===== src/rtl/ahb_bus_arbiter.sv =====
// Round-robin AHB-Lite bus arbiter: registered grant and ownership tracking,
// burst- and lock-aware re-arbitration, and master-to-shared-bus multiplexing.
module ahb_bus_arbiter #(
    parameter int unsigned NUM_MASTERS = 2,
    parameter int unsigned MW          = $clog2(NUM_MASTERS)
) (
    input  logic                        HCLK,
    input  logic                        HRESETn,
    input  logic [NUM_MASTERS-1:0]      HBUSREQ,
    input  logic [NUM_MASTERS-1:0]      HLOCK,
    input  logic [NUM_MASTERS*32-1:0]   M_HADDR,
    input  logic [NUM_MASTERS*2-1:0]    M_HTRANS,
    input  logic [NUM_MASTERS-1:0]      M_HWRITE,
    input  logic [NUM_MASTERS*2-1:0]    M_HSIZE,
    input  logic [NUM_MASTERS*3-1:0]    M_HBURST,
    input  logic [NUM_MASTERS*32-1:0]   M_HWDATA,
    input  logic                        HREADY,
    input  logic                        HRESP,
    output logic [NUM_MASTERS-1:0]      HGRANT,
    output logic [MW-1:0]               HMASTER,
    output logic                        HMASTLOCK,
    output logic [31:0]                 HADDR,
    output logic [1:0]                  HTRANS,
    output logic                        HWRITE,
    output logic [1:0]                  HSIZE,
    output logic [2:0]                  HBURST,
    output logic [31:0]                 HWDATA
);

    localparam int unsigned AW = 32;
    localparam int unsigned DW = 32;
    localparam int unsigned CW = 4;
    localparam int unsigned XW = MW + 1;
    localparam logic [1:0]  TRANS_NONSEQ = 2'b10;
    localparam logic [1:0]  TRANS_SEQ    = 2'b11;

    logic [NUM_MASTERS-1:0] grant_q, grant_d;
    logic [MW-1:0]          grant_idx_q, grant_idx_d;
    logic [MW-1:0]          ptr_q, ptr_d;
    logic [MW-1:0]          hmaster_q, hmaster_d;
    logic [MW-1:0]          hmaster_dp_q, hmaster_dp_d;
    logic                   mastlock_q, mastlock_d;
    logic [CW-1:0]          beat_q, beat_d;

    logic                   nonseq_acc, seq_acc, load_nz, rearb_ok;
    logic [CW-1:0]          load_val;
    logic                   win_found;
    logic [MW-1:0]          win_idx;
    logic [XW-1:0]          cand;

    always_ff @(posedge HCLK or negedge HRESETn) begin
        if (!HRESETn) begin
            grant_q      <= NUM_MASTERS'(1);
            grant_idx_q  <= '0;
            ptr_q        <= '0;
            hmaster_q    <= '0;
            hmaster_dp_q <= '0;
            mastlock_q   <= 1'b0;
            beat_q       <= '0;
        end else begin
            grant_q      <= grant_d;
            grant_idx_q  <= grant_idx_d;
            ptr_q        <= ptr_d;
            hmaster_q    <= hmaster_d;
            hmaster_dp_q <= hmaster_dp_d;
            mastlock_q   <= mastlock_d;
            beat_q       <= beat_d;
        end
    end

    // Remaining-beat count of the current fixed-length burst; an error aborts it.
    always_comb begin : beat_count
        load_val = '0;
        case (HBURST)
            3'd2, 3'd3: load_val = CW'(3);
            3'd4, 3'd5: load_val = CW'(7);
            3'd6, 3'd7: load_val = CW'(15);
            default:    load_val = '0;
        endcase
        nonseq_acc = HREADY && (HTRANS == TRANS_NONSEQ);
        seq_acc    = HREADY && (HTRANS == TRANS_SEQ);
        load_nz    = nonseq_acc && (load_val != '0);
        beat_d     = beat_q;
        if (HREADY && HRESP) begin
            beat_d = '0;
        end else if (nonseq_acc) begin
            beat_d = load_val;
        end else if (seq_acc && (beat_q != '0)) begin
            beat_d = beat_q - CW'(1);
        end
        rearb_ok = !HLOCK[grant_idx_q] && !load_nz &&
                   ((beat_q == '0) || ((beat_q == CW'(1)) && seq_acc));
    end

    // Circular scan from pointer+1; the last winner is checked last for fairness.
    always_comb begin : arbitrate
        win_found = 1'b0;
        win_idx   = '0;
        cand      = '0;
        for (int unsigned i = 1; i <= NUM_MASTERS; i++) begin
            cand = {1'b0, ptr_q} + XW'(i);
            if (cand >= XW'(NUM_MASTERS)) begin
                cand = cand - XW'(NUM_MASTERS);
            end
            if (!win_found && HBUSREQ[cand[MW-1:0]]) begin
                win_found = 1'b1;
                win_idx   = cand[MW-1:0];
            end
        end
        grant_idx_d = grant_idx_q;
        ptr_d       = ptr_q;
        if (rearb_ok) begin
            if (win_found) begin
                grant_idx_d = win_idx;
                ptr_d       = win_idx;
            end else begin
                grant_idx_d = '0;
            end
        end
        grant_d = NUM_MASTERS'(1) << grant_idx_d;
    end

    // Ownership advances only on HREADY cycles.
    always_comb begin : ownership
        hmaster_d    = hmaster_q;
        hmaster_dp_d = hmaster_dp_q;
        mastlock_d   = mastlock_q;
        if (HREADY) begin
            hmaster_d    = grant_idx_q;
            hmaster_dp_d = hmaster_q;
            mastlock_d   = HLOCK[grant_idx_q];
        end
    end

    // Master 0 is the default, which also covers unused index codes.
    always_comb begin : bus_mux
        HADDR  = M_HADDR[AW-1:0];
        HTRANS = M_HTRANS[1:0];
        HWRITE = M_HWRITE[0];
        HSIZE  = M_HSIZE[1:0];
        HBURST = M_HBURST[2:0];
        HWDATA = M_HWDATA[DW-1:0];
        for (int unsigned i = 1; i < NUM_MASTERS; i++) begin
            if (hmaster_q == MW'(i)) begin
                HADDR  = M_HADDR[AW*i +: AW];
                HTRANS = M_HTRANS[2*i +: 2];
                HWRITE = M_HWRITE[i];
                HSIZE  = M_HSIZE[2*i +: 2];
                HBURST = M_HBURST[3*i +: 3];
            end
            if (hmaster_dp_q == MW'(i)) begin
                HWDATA = M_HWDATA[DW*i +: DW];
            end
        end
    end

    assign HGRANT    = grant_q;
    assign HMASTER   = hmaster_q;
    assign HMASTLOCK = mastlock_q;

endmodule


===== config.mk =====
export PLATFORM = sky130hd
export DESIGN_NAME = ahb_bus_arbiter
export DESIGN_NICKNAME = d
export VERILOG_FILES = /design/src/rtl/ahb_bus_arbiter.sv
export SDC_FILE = /design/constraint.sdc
export NUM_CORES = 1
export LEC_CHECK = 0
export BUFFER_PORTS_ARGS = -buffer_cell sky130_fd_sc_hd__buf_2
export CAP_MARGIN = 0
export CORE_AREA = 4 4 87 89
export DETAILED_ROUTE_END_ITERATION = 8
export DIE_AREA = 0 0 91 93
export PLACE_DENSITY_LB_ADDON = 0.3
export SLEW_MARGIN = 15
export SYNTH_ARGS = -nofsm -noshare
export SYNTH_HDL_FRONTEND = slang
export SYNTH_SLANG_ARGS = --single-unit
export TNS_END_PERCENT = 50

===== constraint.sdc =====
create_clock -name HCLK -period 2.15 [get_ports HCLK]
set_clock_uncertainty 0.15 [all_clocks]
set_input_delay 0.3225 -clock HCLK [delete_from_list [all_inputs] [get_ports HCLK]]
set_output_delay 0.3225 -clock HCLK [all_outputs]
set_load 0.05 [all_outputs]

==> results of run 1 <==
-- worst max-delay path: stages, from the launching register on --
cell,delay (ns)
dfrtp_1,0.37
inv_1,0.13
ha_1,0.23
nor3b_1,0.45
nor2_1,0.08
o21a_1,0.20
o32ai_1,0.28
-- Yosys cell counts, drive strengths merged --
| cell type | instances |
|---|---|
| nor4 | 1 |
| o21ai | 3 |
| o21a | 1 |
| clkbuf | 7 |
| and2 | 2 |
| dfstp | 1 |
| a22oi | 1 |
| a31oi | 2 |
| nor3b | 1 |
| nor2 | 6 |
| nand2b | 2 |
| a2111oi | 1 |
| mux2 | 74 |
| dfrtp | 9 |
| or3b | 1 |
| mux2i | 4 |
| o2bb2ai | 1 |
| ha | 3 |
| a211oi | 1 |
| a41oi | 1 |
| a2bb2oi | 1 |
| o211ai | 2 |
| nand2 | 4 |
| nand3b | 1 |
| buf | 4 |
| a21oi | 4 |
| inv | 5 |
| o32ai | 1 |
| nor3 | 3 |
| a21o | 1 |
-- sequential cells by signal, indices dropped and copies added (netlist names), named ones only --
name and flops:
beat_q 4, hmaster_dp_q 1, HMASTER 1, HMASTLOCK 1, HGRANT 1, ptr_q 1
-- cell usage in the layout (no fill, tap or decap), drive strengths merged, types with 2 or more instances in the layout --
| cell | netlist | routed |
|---|---|---|
| ha | 3 | 3 |
| nor2 | 6 | 6 |
| mux2 | 74 | 74 |
| clkbuf | 7 | 4 |
| a21oi | 4 | 4 |
| and2 | 2 | 2 |
| buf | 4 | 233 |
| nor3 | 3 | 3 |
| a31oi | 2 | 2 |
| nand2b | 2 | 2 |
| mux2i | 4 | 4 |
| inv | 5 | 5 |
| dfrtp | 9 | 9 |
| o21ai | 3 | 3 |
| o211ai | 2 | 2 |
| nand2 | 4 | 4 |
-- power by group --
part           internal [mW]  switching [mW]
registers              0.280          0.0772
logic                   1.23            2.48
clock network          0.161          0.0753
-- final cells by class --
type / instances / area share, %
Clock buffer: 4 / 1.92
Sequential cell: 10 / 8.82
Timing Repair Buffer: 234 / 42.1
Multi-Input combinational cell: 122 / 42.9
Tap cell: 80 / 3.49
Inverter: 5 / 0.742
-- cells by family after synthesis --
family / synth area share, %
AND/OR/NAND/NOR: 7.07
AO/OA/AOI/OAI: 12.1
flip-flops: 16.1
buffers and inverters: 4.90
adder cells (fa/ha/maj): 2.41
multiplexers: 57.3
-- stage by stage --
stage | cell area, um2 | utilization, % | cells
6_report | 2870 | 42.4 | 455
5_1_grt | 2870 | 42.4 | 455
4_1_cts | 2840 | 42.1 | 452
3_5_place_dp | 2780 | 41.1 | 447
3_3_place_gp | 2780 | 41.1 | 447
2_1_floorplan | 1560 | - | 148
-- per-layer routing --
metal	global-route usage [%]	vias to the layer above
met5	0	-
met4	2.51	0
met3	3.94	8
met2	27.8	93
met1	18.3	907
li1	-	1011
-- worst max-delay path by stage --
| stage | start | end | slack [ns] | depth (start not counted) |
|---|---|---|---|---|
| floorplan | HMASTER | register | 0.06 | 6 |
| global placement | beat_q[0] | beat_q[1] | 0.19 | 6 |
| detailed placement | beat_q[1] | beat_q[1] | 0.15 | 6 |
| CTS | HMASTER | HBURST[2] | 0.01 | 3 |
| global route | beat_q[1] | beat_q[1] | 0.04 | 6 |
| finish | beat_q[1] | beat_q[1] | 0.14 | 6 |
-- repair_timing --
action | CTS | global route
gates resized for setup | 1 | 0
pin swaps | 0 | 0
hold buffers | 1 | 0
endpoints found under the hold margin | 9 | 0
buffers inserted | 0 | 3
endpoints found under the setup margin | 17 | 33
==> flow_summary.yaml, run 1 <==
sta:
  setup_violations: 0
  maxSlewViolCount: 0
  hold_slack_ns: 0.246
  period_needed_ns: 2.01
  fmax_mhz: 498
  fin_setup_tns_ns: 0
  worst_slack_ns: 0.140
  maxSlewHeadroom_pct: 66.9
  report.final.hold_viol_count: 0
  rsz0062_at_grt: "no"
  max_slew.worst_pin.slew_ns: 0.495
  finalCritPeriodShare_pct: 93.5
detailed_routing:
  drtIter0Drc: 49
  post_drt_wl_per_cell_um: 15.6
  met3_length_um: 478
  drt_wl_total_mm: 7.09
  num_vias: 2019
  routed-wl-met2_mm: 3.70
  wl_met1_mm: 2.85
  via_per_inst: 4.44
  top_layer: "met4"
  final_antenna_net_count: 0
  dr.pass1.iters: 4
  drcViolationCount: 0
cts:
  numCtsBuffers: 3
  clk_pin_slew_ns: 0.05
  cts_tree: "yes"
  cts_root_buffer: "clkbuf_8"
  cts.sinks: 10
  insertion_delay_ns: 0.24
  cts_max_level: 1
  clock_path_buffers: 2
setup_path:
  critPathKind: "register to register"
  reg2reg_setup_slack_ns: 0.14
  crit_path_end_kind: "register"
  critPathLaunchType: "register"
  worst_ep_arrival_time_ns: 1.98
  reg2regPathDepth: 6
  crit_fanout: 4
  required_ns: 2.12
  r2r-end: "beat_q[1]"
  crit-reg2reg-launch: "beat_q[1]"
run_status:
  outcome: "complete, no violations"
finish:
  diodes: 0
  nFillCells: 692
  regArea_um2: 253
  layout.nets: 531
  multi_input_area_mm2: 0.00123
  area_delta_synth_final_pct: 84.0
  drive_gt1_share_pct: 85.6
power:
  fin_total_pwr_mw: 4.30
  leakage_nw: 1.52
  vdd_ir_drop_max_mv: 0.676
  cellPowerDensity_mw_per_mm2: 1500
placement:
  gp_congestion: 0.773
  place_ws_ns: 0.148
  port_buffers: 227
  post-dp-hpwl_mm: 6.33
floorplanning:
  die_h_um: 93
  initial_utilization_pct: 23.1
  core_area_mm2: 0.00676
  ios: 228
  rows: 30
  die_w_um: 91
  dieArea_mm2: 0.00846
synth:
  synth_fp_nets: 303
  syn_area_mm2: 0.00156
  synth_top_area_share_pct: 52.0
  ys_seq_area_share_pct: 16.1
  synth_area_leaders: "mux2_2 52%, dfrtp_1 14%, ha_1 2.4%"
  synth_cells: 148
  yosys.area.top_type: "mux2_2"
  syn_avg_cell_area_um2: 10.5
  ys_ff_latch: 10
  synth.distinct_cells: 37
  yosys_warnings: 0
global_route:
  overflow: 0
  antenna_found_initial: 0
  grt_pass1_vias: 2213
  grt_max_degree: 34
  grt_use_total_pct: 15.3
  grt_first_pass_wirelength_mm: 10.6
min_path:
  hold_end: "ptr_q"
  min_path_type: "input port to register"
  min_path_cells: 3
  hold_start: "HBUSREQ[0]"
flow_run:
  drv_cap: 0
Power figures use the tool's default switching activity.
==> inputs of run 2 (changes only) <==
- CORE_AREA: 4 4 87 89 -> 4 4 85 87
- CTS_BUF_LIST: not set -> sky130_fd_sc_hd__clkbuf_8
- DIE_AREA: 0 0 91 93 -> 0 0 89 91
- clock period: 2.15 -> 2.6 ns (I/O delays scaled with it)
==> run 2 against run 1 <==
Against the previous run:
- via count increased by 0.50%
- final area decreased by 1.5%
- register-to-register slack improved by 0.53 ns
- critical path depth decreased by 3
- worst hold slack improved by 0.099 ns
- worst setup slack improved by 0.24 ns
- sequential share of layout area increased by 0.13 points
- first-iteration DRC count decreased by 27%
- count of clock-buffer cells in the layout unchanged
- utilization increased by 2.0 points
- global-route usage increased by 0.30 points
- critical endpoint is now HBURST[2]
==> flow_summary.yaml, run 2 (synthesized netlist as in run 1, its figures left out) <==
setup_path:
  required_ns: 2.06
  worstPathBufferInverterCount: 2
  reg2regPathDepth: 4
  critPathKind: "register to primary output"
  crit_path_end_kind: "primary output"
  cp_slowest_cell: "dfrtp_2"
  crit_family: "buffers and inverters"
  critPathLaunchType: "register"
  crit-reg2reg-launch: "HMASTER"
  reg2reg_setup_slack_ns: 0.67
  crit_path_max_incr_delay_ns: 0.50
  cp_cell_sequence: "buf_4 > mux2_2 > buf_2"
  worst_ep_arrival_time_ns: 1.68
  crit_fanout: 23
detailed_routing:
  via_per_inst: 4.52
  post_drt_wl_per_cell_um: 15.6
  final_antenna_net_count: 0
  dr.pass1.iters: 4
  num_vias: 2029
  drtIter0Drc: 36
  drt_wl_total_mm: 7.00
  drcViolationCount: 0
cts:
  hold_buffers: 1
  clk_pin_slew_ns: 0.05
  cts_resized: 0
  numCtsBuffers: 3
  cts.sinks: 10
  cts_setup_buffers: 0
  cts_root_buffer: "clkbuf_8"
  cts_max_level: 1
  cts_tree: "yes"
  clock_path_buffers: 2
  insertion_delay_ns: 0.23
min_path:
  min_path_cells: 3
  hold_end: "ptr_q"
  hold_start: "HBUSREQ[0]"
  min_path_type: "input port to register"
sta:
  maxSlewViolCount: 0
  max_slew.worst_pin.slew_ns: 0.470
  rsz0062_at_grt: "no"
  setup_violations: 0
  maxSlewHeadroom_pct: 68.6
  period_needed_ns: 2.22
  finalCritPeriodShare_pct: 85.4
  report.final.hold_viol_count: 0
  fmax_mhz: 451
  fin_setup_tns_ns: 0
finish:
  largest_reg_flops: 4
  utilization_pct: 44.5
  regMostFlops: "beat_q"
  layout.nets: 528
  diodes: 0
  drive_gt1_share_pct: 85.5
  nFillCells: 620
  final_common_cell: "buf_2"
  area_delta_synth_final_pct: 81.3
  layout_common_cells: "227 x buf_2, 72 x mux2_2, 8 x dfrtp_1, 6 x nor2_1"
floorplanning:
  die_w_um: 89
  initial_utilization_pct: 24.5
  ios: 228
  dieArea_mm2: 0.00810
  rows: 29
  die_h_um: 91
  core_area_mm2: 0.00635
power:
  leakage_nw: 1.49
  fin_total_pwr_mw: 3.49
  cellPowerDensity_mw_per_mm2: 1240
  vdd_ir_drop_max_mv: 0.704
run_status:
  outcome: "complete, no violations"
global_route:
  grt_first_pass_wirelength_mm: 10.1
  grt_max_degree: 33
  grt_pass1_vias: 2024
  grt_use_total_pct: 15.6
  antenna_found_initial: 0
  overflow: 0
placement:
  gp_congestion: 0.876
  post-dp-hpwl_mm: 6.26
  port_buffers: 227
flow_run:
  drv_cap: 0
-- run 2: how the worst max path moves through the flow --
stage	startpoint	end	slack, ns	cells after the start
6_report	HMASTER	HBURST[2]	0.38	3
3_5_place_dp	HMASTER	HBURST[2]	0.62	3
2_1_floorplan	HMASTER	HADDR[25]	0.32	4
3_3_place_gp	HMASTER	HBURST[2]	0.66	3
5_1_grt	HMASTER	HBURST[2]	0.30	3
4_1_cts	HMASTER	HBURST[2]	0.36	3
-- run 2: tightest hold or removal path, stage by stage --
cell	delay, ns
buf_2	0.08
and2_0	0.15
a2bb2oi_1	0.07
-- run 2: report_power, final --
| part | total, mW | switching (mW) | leakage, nW | internal (mW) |
|---|---|---|---|---|
| registers | 0.314 | 0.0825 | 0.121 | 0.231 |
| clock network | 0.191 | 0.0580 | 0.0288 | 0.133 |
| logic | 2.99 | 2.03 | 1.34 | 0.963 |
| total | 3.49 | 2.17 | 1.49 | 1.33 |
-- run 2: layout make-up --
class	instances	area (um2)	area share, %
clock buffers	4	55.1	1.95
well taps	77	96.3	3.41
inverters	5	21.3	0.753
multi-input cells	122	1230	43.6
flip-flops and latches	10	253	8.95
repair buffers	231	1170	41.4
-- run 2: layer usage --
layer  vias up  wire, um  global-route usage (%)
li1        996         -                       -
met1       912      2470                    17.2
met2       105      3680                    28.6
met3        16       673                    4.71
met4         0       174                    3.60
met5         -         0                       0
-- run 2: through the flow --
stage / worst slack, ns / hold WS (ns) / cell area [um2] / cells
after floorplan: 0.318 / -0.0556 / 1560 / 148
after global placement: 0.659 / 0.107 / 2760 / 444
after detailed placement: 0.618 / 0.110 / 2760 / 444
after CTS: 0.360 / 0.335 / 2820 / 449
after global routing: 0.301 / 0.369 / 2820 / 449
final: 0.380 / 0.345 / 2820 / 449
==> inputs of run 3 (changes only) <==
- PLACE_DENSITY: not set -> 0.67
- PLACE_DENSITY_LB_ADDON: 0.3 -> not set
==> run 3 against run 2 <==
Against the previous run:
- die area stayed put
- critical endpoint is now HADDR[22]
- largest power group unchanged
- clock power hardly changed
- wire length rose by 3.9%
- sequential cell count stayed put
- register-to-register slack is essentially flat
- critical path depth stayed put
==> flow_summary.yaml, run 3 (synthesized netlist as in run 1, its figures left out) <==
placement:
  place_ws_ns: 0.648
  port_buffers: 227
  post-dp-hpwl_mm: 6.51
  gp_congestion: 0.877
detailed_routing:
  dr.pass1.iters: 4
  drcViolationCount: 0
  num_vias: 2015
  via_per_inst: 4.49
  drtIter0Drc: 39
  post_drt_wl_per_cell_um: 16.2
  final_antenna_net_count: 0
  drt_wl_total_mm: 7.27
finish:
  final_common_cell: "buf_2"
  layout_common_cells: "227 x buf_2, 72 x mux2_2, 8 x dfrtp_1, 6 x nor2_1"
  largest_reg_flops: 4
  regArea_um2: 253
  layout.nets: 528
  multi_input_area_mm2: 0.00123
  drive_gt1_share_pct: 85.5
  area_delta_synth_final_pct: 81.3
  diodes: 0
  regMostFlops: "beat_q"
  nFillCells: 615
global_route:
  grt_max_degree: 34
  grt_first_pass_wirelength_mm: 11.1
  grt_use_total_pct: 17.1
  overflow: 0
  antenna_found_initial: 1
  grt_pass1_vias: 2236
sta:
  setup_violations: 0
  fmax_mhz: 454
  fin_setup_tns_ns: 0
  maxSlewViolCount: 0
  rsz0062_at_grt: "no"
  period_needed_ns: 2.20
  maxSlewHeadroom_pct: 65.6
  report.final.hold_viol_count: 0
  worst_slack_ns: 0.399
  finalCritPeriodShare_pct: 84.6
  max_slew.worst_pin.slew_ns: 0.514
floorplanning:
  die_w_um: 89
  ios: 228
  initial_utilization_pct: 24.5
  core_area_mm2: 0.00635
  dieArea_mm2: 0.00810
  die_h_um: 91
  rows: 29
setup_path:
  worst_ep_arrival_time_ns: 1.66
  crit_fanout: 22
  critPathLaunchType: "register"
  required_ns: 2.06
  crit_path_end_kind: "primary output"
  critPathKind: "register to primary output"
min_path:
  min_path_type: "input port to register"
cts:
  cts.sinks: 10
  clk_pin_slew_ns: 0.05
  cts_setup_buffers: 0
  numCtsBuffers: 3
  cts_max_level: 1
  clock_path_buffers: 2
  cts_tree: "yes"
  insertion_delay_ns: 0.23
  cts_root_buffer: "clkbuf_8"
  cts_resized: 0
power:
  leakage_nw: 1.49
  cellPowerDensity_mw_per_mm2: 1240
  vdd_ir_drop_max_mv: 0.856
run_status:
  outcome: "complete, no violations"
flow_run:
  drv_cap: 0
==> run 3: final timing paths <==
kind | startpoint | cells past startpoint | slack, ns | endpoint
worst max-delay path | HMASTER | 3 | 0.40 | HADDR[22]
worst min-delay path | HBUSREQ[0] | 3 | 0.34 | ptr_q
worst max register to register | beat_q[1] | 6 | 0.67 | beat_q[1]
worst min register to register | HMASTLOCK | 2 | 0.37 | HMASTLOCK
max in group asynchronous | HRESETn | 2 | 1.65 | HGRANT[0]
min in group asynchronous | HRESETn | 2 | 0.39 | beat_q[2]
==> run 3: power by group <==
part	internal [mW]	total, mW	leakage (nW)	switching, mW
Clock	0.133	0.194	0.0288	0.0605
Combinational	0.962	2.99	1.34	2.03
Sequential	0.231	0.307	0.121	0.0761
Total	1.33	3.49	1.49	2.16
==> run 3: routing by layer <==
layer  track usage (%)  vias to the layer above  routed length (um)
li1                  -                     1003                   -
met1              20.9                      906                2770
met2              30.0                       96                3770
met3              4.80                        8                 649
met4              2.61                        2                  58
met5                 0                        -                  13
==> run 3: worst max-delay path, cell delays in order (launching register included) <==
cell	delay, ns
dfrtp_2	0.50
buf_4	0.33
mux2_2	0.38
buf_2	0.21
==> run 3: what timing repair did <==
action / CTS / global route
hold endpoints to repair: 9 / 0
hold buffers: 1 / 0
endpoints found under the setup margin: 0 / 0
==> run 3: cell type report <==
class	count	area share (%)
Timing Repair Buffer	231	41.4
Multi-Input combinational cell	122	43.6
Inverter	5	0.753
Clock buffer	4	1.95
Sequential cell	10	8.95
Tap cell	77	3.41
==> run 3: through the flow <==
stage / hold slack (ns) / power (mW) / utilization (%) / cells / cell area [um2]
floorplan: -0.0556 / 2.73 / - / 148 / 1560
global placement: 0.115 / 3.29 / 43.4 / 444 / 2760
detailed placement: 0.114 / 3.32 / 43.4 / 444 / 2760
CTS: 0.331 / 3.53 / 44.5 / 449 / 2820
global route: 0.358 / 3.68 / 44.5 / 449 / 2820
finish: 0.337 / 3.49 / 44.5 / 449 / 2820
